--- config.mk ---
export PLATFORM = sky130hd
export DESIGN_NAME = xvga_timing_gen
export DESIGN_NICKNAME = d
export VERILOG_FILES = /design/src/rtl/video_timing_pkg.sv /design/src/rtl/sync_delay.sv /design/src/rtl/xvga_timing_gen.sv
export SDC_FILE = /design/constraint.sdc
export NUM_CORES = 1
export LEC_CHECK = 0
export ABC_AREA = 1
export CAP_MARGIN = 20
export CORE_MARGIN = 4
export CORE_UTILIZATION = 66
export DETAILED_ROUTE_END_ITERATION = 7
export DONT_BUFFER_PORTS = 1
export PLACE_DENSITY = 0.82
export SLEW_MARGIN = 10
export SYNTH_ARGS = -nofsm -noshare
export SYNTH_HDL_FRONTEND = slang
export SYNTH_SLANG_ARGS = --single-unit
--- constraint.sdc ---
create_clock -name vclock -period 3.7 [get_ports vclock]
set_clock_uncertainty 0.2 [all_clocks]
set_input_delay 0.555 -clock vclock [delete_from_list [all_inputs] [get_ports vclock]]
set_output_delay 0.555 -clock vclock [all_outputs]
set_load 0.02 [all_outputs]
--- src/rtl/video_timing_pkg.sv ---
// Mode constant sets for the raster timing generators.
// Each mode lists its horizontal/vertical region widths and sync polarities.
package video_timing_pkg;

    typedef struct packed {
        int unsigned h_active;
        int unsigned h_fp;
        int unsigned h_sync;
        int unsigned h_bp;
        int unsigned v_active;
        int unsigned v_fp;
        int unsigned v_sync;
        int unsigned v_bp;
        bit          hsync_pol;
        bit          vsync_pol;
    } video_mode_t;

    localparam video_mode_t XVGA_1024x768_60 = '{
        h_active: 1024, h_fp: 24, h_sync: 136, h_bp: 160,
        v_active: 768,  v_fp: 3,  v_sync: 6,   v_bp: 29,
        hsync_pol: 1'b0, vsync_pol: 1'b0
    };

    localparam video_mode_t VGA_640x480_60 = '{
        h_active: 640, h_fp: 16, h_sync: 96, h_bp: 48,
        v_active: 480, v_fp: 10, v_sync: 2,  v_bp: 33,
        hsync_pol: 1'b0, vsync_pol: 1'b0
    };

endpackage

--- src/rtl/sync_delay.sv ---
// WIDTH x DEPTH shift register that reloads RESET_VALUE into every stage on reset.
// taps[0] is the undelayed input, taps[k] is the input from k cycles earlier.
module sync_delay #(
    parameter int unsigned       WIDTH       = 3,
    parameter int unsigned       DEPTH       = 1,
    parameter logic [WIDTH-1:0]  RESET_VALUE = '0
) (
    input  logic                        clk,
    input  logic                        reset,
    input  logic [WIDTH-1:0]            din,
    output logic [DEPTH:0][WIDTH-1:0]   taps
);

    logic [DEPTH-1:0][WIDTH-1:0] stage;

    always_ff @(posedge clk) begin
        if (reset) begin
            stage <= {DEPTH{RESET_VALUE}};
        end else begin
            stage[0] <= din;
            for (int i = 1; i < DEPTH; i++) begin
                stage[i] <= stage[i-1];
            end
        end
    end

    assign taps = {stage, din};

endmodule

--- src/rtl/xvga_timing_gen.sv ---
// Parametrised raster timing generator with registered sync/blank, start strobes
// and a PIPE_DEPTH delay line that drives the VGA DAC pins.
module xvga_timing_gen
    import video_timing_pkg::*;
#(
    parameter int unsigned H_ACTIVE   = XVGA_1024x768_60.h_active,
    parameter int unsigned H_FP       = XVGA_1024x768_60.h_fp,
    parameter int unsigned H_SYNC     = XVGA_1024x768_60.h_sync,
    parameter int unsigned H_BP       = XVGA_1024x768_60.h_bp,
    parameter int unsigned V_ACTIVE   = XVGA_1024x768_60.v_active,
    parameter int unsigned V_FP       = XVGA_1024x768_60.v_fp,
    parameter int unsigned V_SYNC     = XVGA_1024x768_60.v_sync,
    parameter int unsigned V_BP       = XVGA_1024x768_60.v_bp,
    parameter logic        HSYNC_POL  = XVGA_1024x768_60.hsync_pol,
    parameter logic        VSYNC_POL  = XVGA_1024x768_60.vsync_pol,
    parameter int unsigned PIPE_DEPTH = 1,
    parameter int unsigned HW         = 11,
    parameter int unsigned VW         = 10
) (
    input  logic          vclock,
    input  logic          reset,
    output logic [HW-1:0] hcount,
    output logic [VW-1:0] vcount,
    output logic          hsync,
    output logic          vsync,
    output logic          blank,
    output logic          frame_start,
    output logic          line_start,
    input  logic [23:0]   pixel_in,
    output logic          phsync,
    output logic          pvsync,
    output logic          pblank,
    output logic [23:0]   pixel_out
);

    localparam int unsigned H_TOTAL  = H_ACTIVE + H_FP + H_SYNC + H_BP;
    localparam int unsigned V_TOTAL  = V_ACTIVE + V_FP + V_SYNC + V_BP;
    localparam int unsigned HS_START = H_ACTIVE + H_FP;
    localparam int unsigned HS_END   = HS_START + H_SYNC;
    localparam int unsigned VS_START = V_ACTIVE + V_FP;
    localparam int unsigned VS_END   = VS_START + V_SYNC;
    localparam logic [2:0]  IDLE     = {~HSYNC_POL, ~VSYNC_POL, 1'b1};

    if (H_TOTAL > (32'd1 << HW)) begin : g_hw_too_small
        $error("H_TOTAL does not fit in HW bits");
    end
    if (V_TOTAL > (32'd1 << VW)) begin : g_vw_too_small
        $error("V_TOTAL does not fit in VW bits");
    end
    if (PIPE_DEPTH < 1 || PIPE_DEPTH > 8) begin : g_bad_depth
        $error("PIPE_DEPTH must be in 1..8");
    end

    logic          h_wrap;
    logic [HW-1:0] h_next;
    logic [VW-1:0] v_next;

    always_comb begin
        h_wrap = (32'(hcount) == H_TOTAL - 1);
        h_next = h_wrap ? '0 : hcount + 1'b1;
        v_next = vcount;
        if (h_wrap) begin
            v_next = (32'(vcount) == V_TOTAL - 1) ? '0 : vcount + 1'b1;
        end
    end

    // Sync and blank are decoded from the next-count values so they land on
    // the same edge as the counters they describe.
    always_ff @(posedge vclock) begin
        if (reset) begin
            hcount <= '0;
            vcount <= '0;
            hsync  <= ~HSYNC_POL;
            vsync  <= ~VSYNC_POL;
            blank  <= 1'b0;
        end else begin
            hcount <= h_next;
            vcount <= v_next;
            hsync  <= (32'(h_next) >= HS_START && 32'(h_next) < HS_END) ? HSYNC_POL : ~HSYNC_POL;
            vsync  <= (32'(v_next) >= VS_START && 32'(v_next) < VS_END) ? VSYNC_POL : ~VSYNC_POL;
            blank  <= (32'(h_next) >= H_ACTIVE) || (32'(v_next) >= V_ACTIVE);
        end
    end

    assign line_start  = !reset && (hcount == '0);
    assign frame_start = !reset && (hcount == '0) && (vcount == '0);

    logic [PIPE_DEPTH:0][2:0] taps;

    sync_delay #(
        .WIDTH       (3),
        .DEPTH       (PIPE_DEPTH),
        .RESET_VALUE (IDLE)
    ) u_sync_delay (
        .clk   (vclock),
        .reset (reset),
        .din   ({hsync, vsync, blank}),
        .taps  (taps)
    );

    assign {phsync, pvsync, pblank} = taps[PIPE_DEPTH];

    // Blanking uses the stage one short of the output so the registered pixel
    // lines up with pblank.
    always_ff @(posedge vclock) begin
        if (reset || taps[PIPE_DEPTH-1][0]) begin
            pixel_out <= '0;
        end else begin
            pixel_out <= pixel_in;
        end
    end

endmodule

==> summary.md, run 1 <==
| Metric | Value |
|---|---|
| Mapped Avg Cell Area | `6.95 sq um` |
| Setup repair after global routing missed its margin | `false` |
| Least setup slack across all paths after layout | `1010 ps` |
| Inserted Diodes | `0` |
| Max H-tree Level | `2` |
| Longest Clk Path Bufs | `2` |
| Number of post-CTS setup repair buffers | `0` |
| Wire length reported by the detailed router | `4730 um` |
| CTS tree | `done` |
| Total number of yosys warnings | `0` |
| Initial core utilization | `0.710` |
| Max VDD drop | `351 uV` |
| Cell accounting for the most synthesized area | `sky130_fd_sc_hd__dfxtp_1` |
| Signed area change from the synthesized netlist to the final layout | `4.53%` |
| Site Rows | `20` |
| Vias after detailed routing | `1906` |
| Max Slew Vio Count | `0` |
| Crit. End Element | `output port` |
| Core box area | `0.00315 sq mm` |
| Vias in the first global route | `1721` |
| Fraction of synthesis flops using an asynchronous set or reset pin | `0` |
| Total clock sinks | `51` |
| Count of input and output buffers | `0` |
| Horizontal die dimension | `66.2 um` |
| Power per cell area | `404 mW/mm^2` |
| Measured slew at the worst slew-check pin | `628 ps` |
| Final GP Congestion | `0.912` |
| Count of state elements after synthesis | `51` |
| Clock buffers created by TritonCTS | `5` |
| Most frequently used flop master after synthesis | `sky130_fd_sc_hd__dfxtp_1` |
| Vertical extent of the die | `66.2 um` |
| Initial drt markers | `172` |
| Insertion delay of the later-clocked pin in the worst-skew pair | `360 ps` |
| Synth Instances | `322` |
| Minimum setup slack among reg-to-reg paths | `1480 ps` |
| Fmax achieved | `372 MHz` |
| Final Hold Fails | `0` |
| Worst setup slack after placement | `1390 ps` |
| Number of top-level pins | `79` |
| Antenna violations before repair | `0` |
| Pwr Total | `0.946 mW` |
| Result of the run | `finished, final reports clean` |
| Worst Setup Start Kind | `flip-flop` |
| First-pass GRT wire length | `7610 um` |
| Most frequently used cell type in the post-synthesis netlist | `sky130_fd_sc_hd__nand2_1` |
| Largest cells by area after synthesis | `sky130_fd_sc_hd__dfxtp_1 (46%), sky130_fd_sc_hd__nand2_1 (12%), sky130_fd_sc_hd__nor2_1 (11%), sky130_fd_sc_hd__inv_1 (8.7%), sky130_fd_sc_hd__nand3_1 (6.0%)` |
| Avg Vias per Cell | `5.19` |
| Number of inserted filler cells in the final layout | `259` |
| Final nets | `353` |
| Die outline area | `0.00439 sq mm` |
| CP required | `2940 ps` |
| Cell at the root of the clock tree | `sky130_fd_sc_hd__clkbuf_4` |
| Number of instances resized during post-cts repair | `0` |
| Post-DR wirelength/cell | `12.9 um` |
| Largest driver fanout on the critical path | `6` |
| Max-cap check violation count | `0` |
| Drt drc | `0` |
| Share of the clock period used by the worst path after layout | `0.726` |
| Share of final-layout standard cells stronger than drive strength 1 | `0.0681` |
| Overall fraction of global-route tracks in use | `0.226` |
| Clk pin slew, worst setup/hold paths | `150 ps` |
| Crit path arrival time | `1930 ps` |
| Min-delay worst type | `input port to flip-flop` |
| Leakage power | `1.22 nW` |
| Residual antenna-violating net count after detailed routing | `0` |
| EDFF count, synth | `0` |
| Setup violation total in the final timing report | `0` |
| Count of unique library cells instantiated by Yosys | `28` |
| Slew HR | `0.578` |
| Most instantiated cells after synthesis | `sky130_fd_sc_hd__nand2_1 (73), sky130_fd_sc_hd__nor2_1 (67), sky130_fd_sc_hd__inv_1 (52), sky130_fd_sc_hd__dfxtp_1 (51), sky130_fd_sc_hd__nand3_1 (27)` |
| Number of iterations in the first detailed-routing pass | `4` |
| Final critical path time including I/O delays and setup | `2690 ps` |
| Final total negative setup slack | `0 ps` |
| Worst setup path category | `flip-flop to output port` |
| Post-DP HPWL | `3680 um` |
| Number of hold buffers added after cts | `0` |
| Maximum number of pins on one net before global-route repair | `26` |
| Congestion Overflow GR | `0` |
| Total nets after synthesis | `353` |
| Sequential element share of the synthesized area | `0.456` |
| Area of the mapped netlist | `0.00224 sq mm` |
| Fraction of post-synthesis cell area in the top cell type by area | `0.456` |
-- per-layer routing --
| metal | track usage | wire (um) | vias up |
|---|---|---|---|
| met3 | 0.0918 | 471 | 8 |
| met5 | 0 | 0 | - |
| met4 | 0.102 | 73 | 0 |
| li1 | - | - | 982 |
| met2 | 0.362 | 2290 | 93 |
| met1 | 0.262 | 1900 | 823 |
-- worst paths after layout --
path	from	end	cells after the start
setup reg to reg	hcount[0]	vsync	10
hold reg to reg	vsync	u_sync_delay.stage[1]	1
hold / removal	reset	vcount[5]	1
setup / recovery	hcount[2]	frame_start	3
-- cells by family after synthesis --
logic type / synth area share
flip-flops: 0.456
AO/OA/AOI/OAI: 0.0246
adder cells (fa/ha/maj): 0.0279
AND/OR/NAND/NOR: 0.371
XOR/XNOR: 0.00783
buffers and inverters: 0.113
-- critical path, cell delays in order, from the launching register on --
cell and delay [ps]:
sky130_fd_sc_hd__dfxtp_1 450, sky130_fd_sc_hd__nor4_1 410, sky130_fd_sc_hd__nand4_1 190, sky130_fd_sc_hd__nor3_1 530
-- per-stage QoR --
stage,instance area (sq um),cells,util,hold slack [ps]
6_report,2340,367,0.742,45.7
5_1_grt,2340,367,0.742,8.06
3_3_place_gp,2250,359,0.715,421
3_5_place_dp,2250,359,0.715,424
4_1_cts,2340,367,0.742,28.9
2_1_floorplan,2240,322,-,378
-- final cells by class --
type | instances | area [sq um] | share of cell area
clock inverters | 3 | 47.5 | 0.0203
flip-flops and latches | 51 | 1020 | 0.436
well taps | 44 | 55.1 | 0.0235
clock buffers | 5 | 37.5 | 0.0160
multi-input cells | 207 | 965 | 0.412
inverters | 57 | 214 | 0.0914
-- registers in the layout (all words and copies together) (netlist names) --
register,flops
pixel_out,24
hcount,11
vcount,10
u_sync_delay.stage,3
blank,1
hsync,1
vsync,1
-- layout by cell type, fill, tap and decap left out, types with 2 or more instances in the layout --
cell type and n:
sky130_fd_sc_hd__xor2_1 2, sky130_fd_sc_hd__inv_1 52, sky130_fd_sc_hd__dfxtp_1 51, sky130_fd_sc_hd__nand3_1 27, sky130_fd_sc_hd__or2_2 3, sky130_fd_sc_hd__nand4_1 4
sky130_fd_sc_hd__inv_2 5, sky130_fd_sc_hd__nor2_1 67, sky130_fd_sc_hd__clkbuf_4 5, sky130_fd_sc_hd__o21ai_1 3, sky130_fd_sc_hd__a21oi_1 3, sky130_fd_sc_hd__ha_1 5
sky130_fd_sc_hd__nor3_1 5, sky130_fd_sc_hd__nand3b_1 3, sky130_fd_sc_hd__nand2_1 73, sky130_fd_sc_hd__o21ai_0 2
-- power breakdown --
group,switching (mW),leakage [nW],internal [mW]
combinational,0.0192,0.755,0.0103
clock,0.173,0.0458,0.146
sequential,0.0309,0.419,0.567
Note: power is estimated with default switching activity, not from simulation.
==> inputs of run 2 (changes only) <==
--- a/config.mk
+++ b/config.mk
@@ -8,10 +8,10 @@
 export ABC_AREA = 1
 export CAP_MARGIN = 20
 export CORE_MARGIN = 4
-export CORE_UTILIZATION = 66
+export CORE_UTILIZATION = 62
 export DETAILED_ROUTE_END_ITERATION = 7
 export DONT_BUFFER_PORTS = 1
-export PLACE_DENSITY = 0.82
+export PLACE_DENSITY = 0.78
 export SLEW_MARGIN = 10
 export SYNTH_ARGS = -nofsm -noshare
 export SYNTH_HDL_FRONTEND = slang
==> constraint.sdc (replaced) <==
create_clock -name vclock -period 2.8 [get_ports vclock]
set_clock_uncertainty 0.2 [all_clocks]
set_input_delay 0.42 -clock vclock [delete_from_list [all_inputs] [get_ports vclock]]
set_output_delay 0.42 -clock vclock [all_outputs]
set_load 0.02 [all_outputs]
==> run 2 against run 1 <==
Compared with the run above: hold slack gained 1.3 ps; clock power grew 38%; die area grew 5.7%; non-clock buffer count grew 27; sequential share of layout area shrank 4.5 points; register-to-register slack lost 930 ps; clock-buffer cell count is the same; sequential power grew 32%; setup slack lost 640 ps; utilization grew 2.1 points; critical path type unchanged; largest cell class unchanged; highest routed layer unchanged.
==> summary.md, run 2 (same netlist as run 1, synthesis figures left out) <==
| Metric | Value |
|---|---|
| Result of the run | `finished, final reports clean` |
| Number of iterations in the first detailed-routing pass | `5 (+1)` |
| First-pass GRT wire length | `8590 um (+13%)` |
| Crit. End Element | `output port` |
| Max VDD drop | `498 uV (+42%)` |
| Drt drc | `0 (unchanged)` |
| Startpoint of the most critical hold path | `reset` |
| Biggest registers after layout | `pixel_out x24, hcount x11, vcount x10` |
| Vias in the first global route | `1844 (+7.1%)` |
| Longest Clk Path Bufs | `2 (unchanged)` |
| Instance area at placement | `0.00227 sq mm (+0.78%)` |
| Max Slew Vio Count | `0 (unchanged)` |
| Clk pin slew, worst setup/hold paths | `160 ps (about the same)` |
| Cell depth of the worst flop-to-flop path | `10 (unchanged)` |
| Reg-to-Reg End | `vsync` |
| Vias after detailed routing | `2043 (+7.2%)` |
| Core box area | `0.00342 sq mm (+8.3%)` |
| Largest driver fanout on the critical path | `5 (-1)` |
| Initial core utilization | `0.655 (-0.0546)` |
| End of the worst hold path | `hcount[2]` |
| Count of input and output buffers | `0 (unchanged)` |
| Post-DR wirelength/cell | `14.3 um (+11%)` |
| Power per cell area | `502 mW/mm^2 (+24%)` |
| Leakage power | `1.33 nW (+9.4%)` |
| Hold Path Stages | `3 (+2)` |
| Measured slew at the worst slew-check pin | `837 ps (+209 ps)` |
| Final Hold Fails | `0 (unchanged)` |
| Total clock sinks | `51 (unchanged)` |
| Signed area change from the synthesized netlist to the final layout | `16.5%` |
| CTS tree | `done` |
| Fmax achieved | `413 MHz` |
| Cell at the root of the clock tree | `sky130_fd_sc_hd__clkbuf_4` |
| Site Rows | `21 (+5.0%)` |
| Max H-tree Level | `2 (unchanged)` |
| Final Hold Slack | `47.0 ps (+1.32 ps)` |
| Worst flop-to-flop path startpoint | `hcount[0]` |
| Vertical extent of the die | `68.1 um (+2.8%)` |
| Leading cell type in the layout, fill and taps excluded | `sky130_fd_sc_hd__nand2_1` |
| CP required | `2180 ps (-760 ps)` |
| Core occupancy in the finished layout | `0.763 (+0.0213)` |
| Slew HR | `0.440 (-0.138)` |
| Minimum setup slack among reg-to-reg paths | `550 ps (-930 ps)` |
| Final GP Congestion | `0.887 (-2.7%)` |
| Residual antenna-violating net count after detailed routing | `0 (unchanged)` |
| Final critical path time including I/O delays and setup | `2420 ps` |
| Inserted Diodes | `0 (unchanged)` |
| Final nets | `380 (+7.6%)` |
| Commonest cells after routing, fill and taps aside | `sky130_fd_sc_hd__nand2_1 (73), sky130_fd_sc_hd__nor2_1 (67), sky130_fd_sc_hd__inv_1 (52)` |
| Die outline area | `0.00464 sq mm (+5.7%)` |
| Max FFs per register | `24 (unchanged)` |
| Share of final-layout standard cells stronger than drive strength 1 | `0.0686 (+0.000460)` |
| Insertion delay of the later-clocked pin in the worst-skew pair | `370 ps (about the same)` |
| Wire length reported by the detailed router | `5650 um (+19%)` |
| Avg Vias per Cell | `5.16 (-0.66%)` |
| Share of the clock period used by the worst path after layout | `0.865` |
| Final total negative setup slack | `0 ps (unchanged)` |
| Worst Setup Start Kind | `flip-flop` |
| Worst setup path category | `flip-flop to output port` |
| Number of instances resized during post-cts repair | `0 (unchanged)` |
| Maximum number of pins on one net before global-route repair | `26 (unchanged)` |
| Max-cap check violation count | `0 (unchanged)` |
| Register with the most flip-flops | `pixel_out` |
| Initial drt markers | `231 (+34%)` |
| Congestion Overflow GR | `0 (unchanged)` |
| Setup repair after global routing missed its margin | `false` |
| Clock buffers created by TritonCTS | `5 (unchanged)` |
| Horizontal die dimension | `68.1 um (+2.8%)` |
| Crit path arrival time | `1800 ps (-130 ps)` |
| Number of top-level pins | `79 (unchanged)` |
| Antenna violations before repair | `0 (unchanged)` |
| Min-delay worst type | `input port to flip-flop` |
| Overall fraction of global-route tracks in use | `0.250 (+0.0242)` |
| Post-DP HPWL | `3760 um (+2.2%)` |
| Setup violation total in the final timing report | `0 (unchanged)` |
| Final std cell area, no fill | `0.00261 sq mm (+11%)` |
==> run 2: changes by cell type in the layout (fill, tap and decap cells not counted) <==
cell                            previous run  this run
sky130_fd_sc_hd__buf_4                     0         2
sky130_fd_sc_hd__dlygate4sd3_1             0        25
==> run 2: final cells by class <==
class / count / area [sq um]
flip-flops and latches: 51 / 1020
multi-input cells: 207 / 965
fillers: 257 / 808
repair buffers: 27 / 265
inverters: 57 / 214
well taps: 46 / 57.6
clock inverters: 3 / 47.5
clock buffers: 5 / 37.5
==> run 2: worst max path at each step <==
| stage | cells past startpoint | endpoint | from | slack, ps |
|---|---|---|---|---|
| after detailed placement | 10 | vsync | hcount[0] | 590 |
| after floorplan | 6 | frame_start | hcount[0] | 820 |
| after global routing | 7 | frame_start | hcount[0] | 120 |
| after CTS | 7 | frame_start | hcount[0] | 350 |
| after global placement | 10 | vsync | hcount[0] | 620 |
| final | 7 | frame_start | hcount[0] | 380 |
==> run 2: where the power goes <==
part	switching, mW	total, mW	internal, mW
sequential	0.0415	0.791	0.749
clock	0.246	0.439	0.193
combinational	0.0403	0.0786	0.0383
==> run 2: what timing repair did <==
item                      in CTS  in global routing
hold endpoints to repair      44                  0
buffers inserted               0                  0
hold buffers                  25                  0
==> run 2: per-layer routing <==
metal  up-vias  GRT usage  share of wire  routed length [um]
li1       1029          -              -                   -
met1       910      0.291           0.39                2200
met2        96      0.439           0.51                2870
met3         8     0.0854          0.091                 512
met4         0     0.0596          0.011                  60
met5         -          0              0                   0
==> run 2: critical path, stage by stage, from the launching register on <==
cell                      delay (ps)
sky130_fd_sc_hd__dfxtp_1         450
sky130_fd_sc_hd__inv_1           100
sky130_fd_sc_hd__ha_1            140
sky130_fd_sc_hd__nand2_1          70
sky130_fd_sc_hd__nor3_1          140
sky130_fd_sc_hd__nand4_1         170
sky130_fd_sc_hd__nor3_1          190
sky130_fd_sc_hd__buf_4           170
==> run 2: through the flow <==
step	std cells	worst slack [ps]	total power, mW
after global routing	396	118	1.37
after CTS	396	346	1.31
after floorplan	322	819	0.839
final	396	378	1.31
after detailed placement	363	591	0.850
after global placement	363	618	0.846
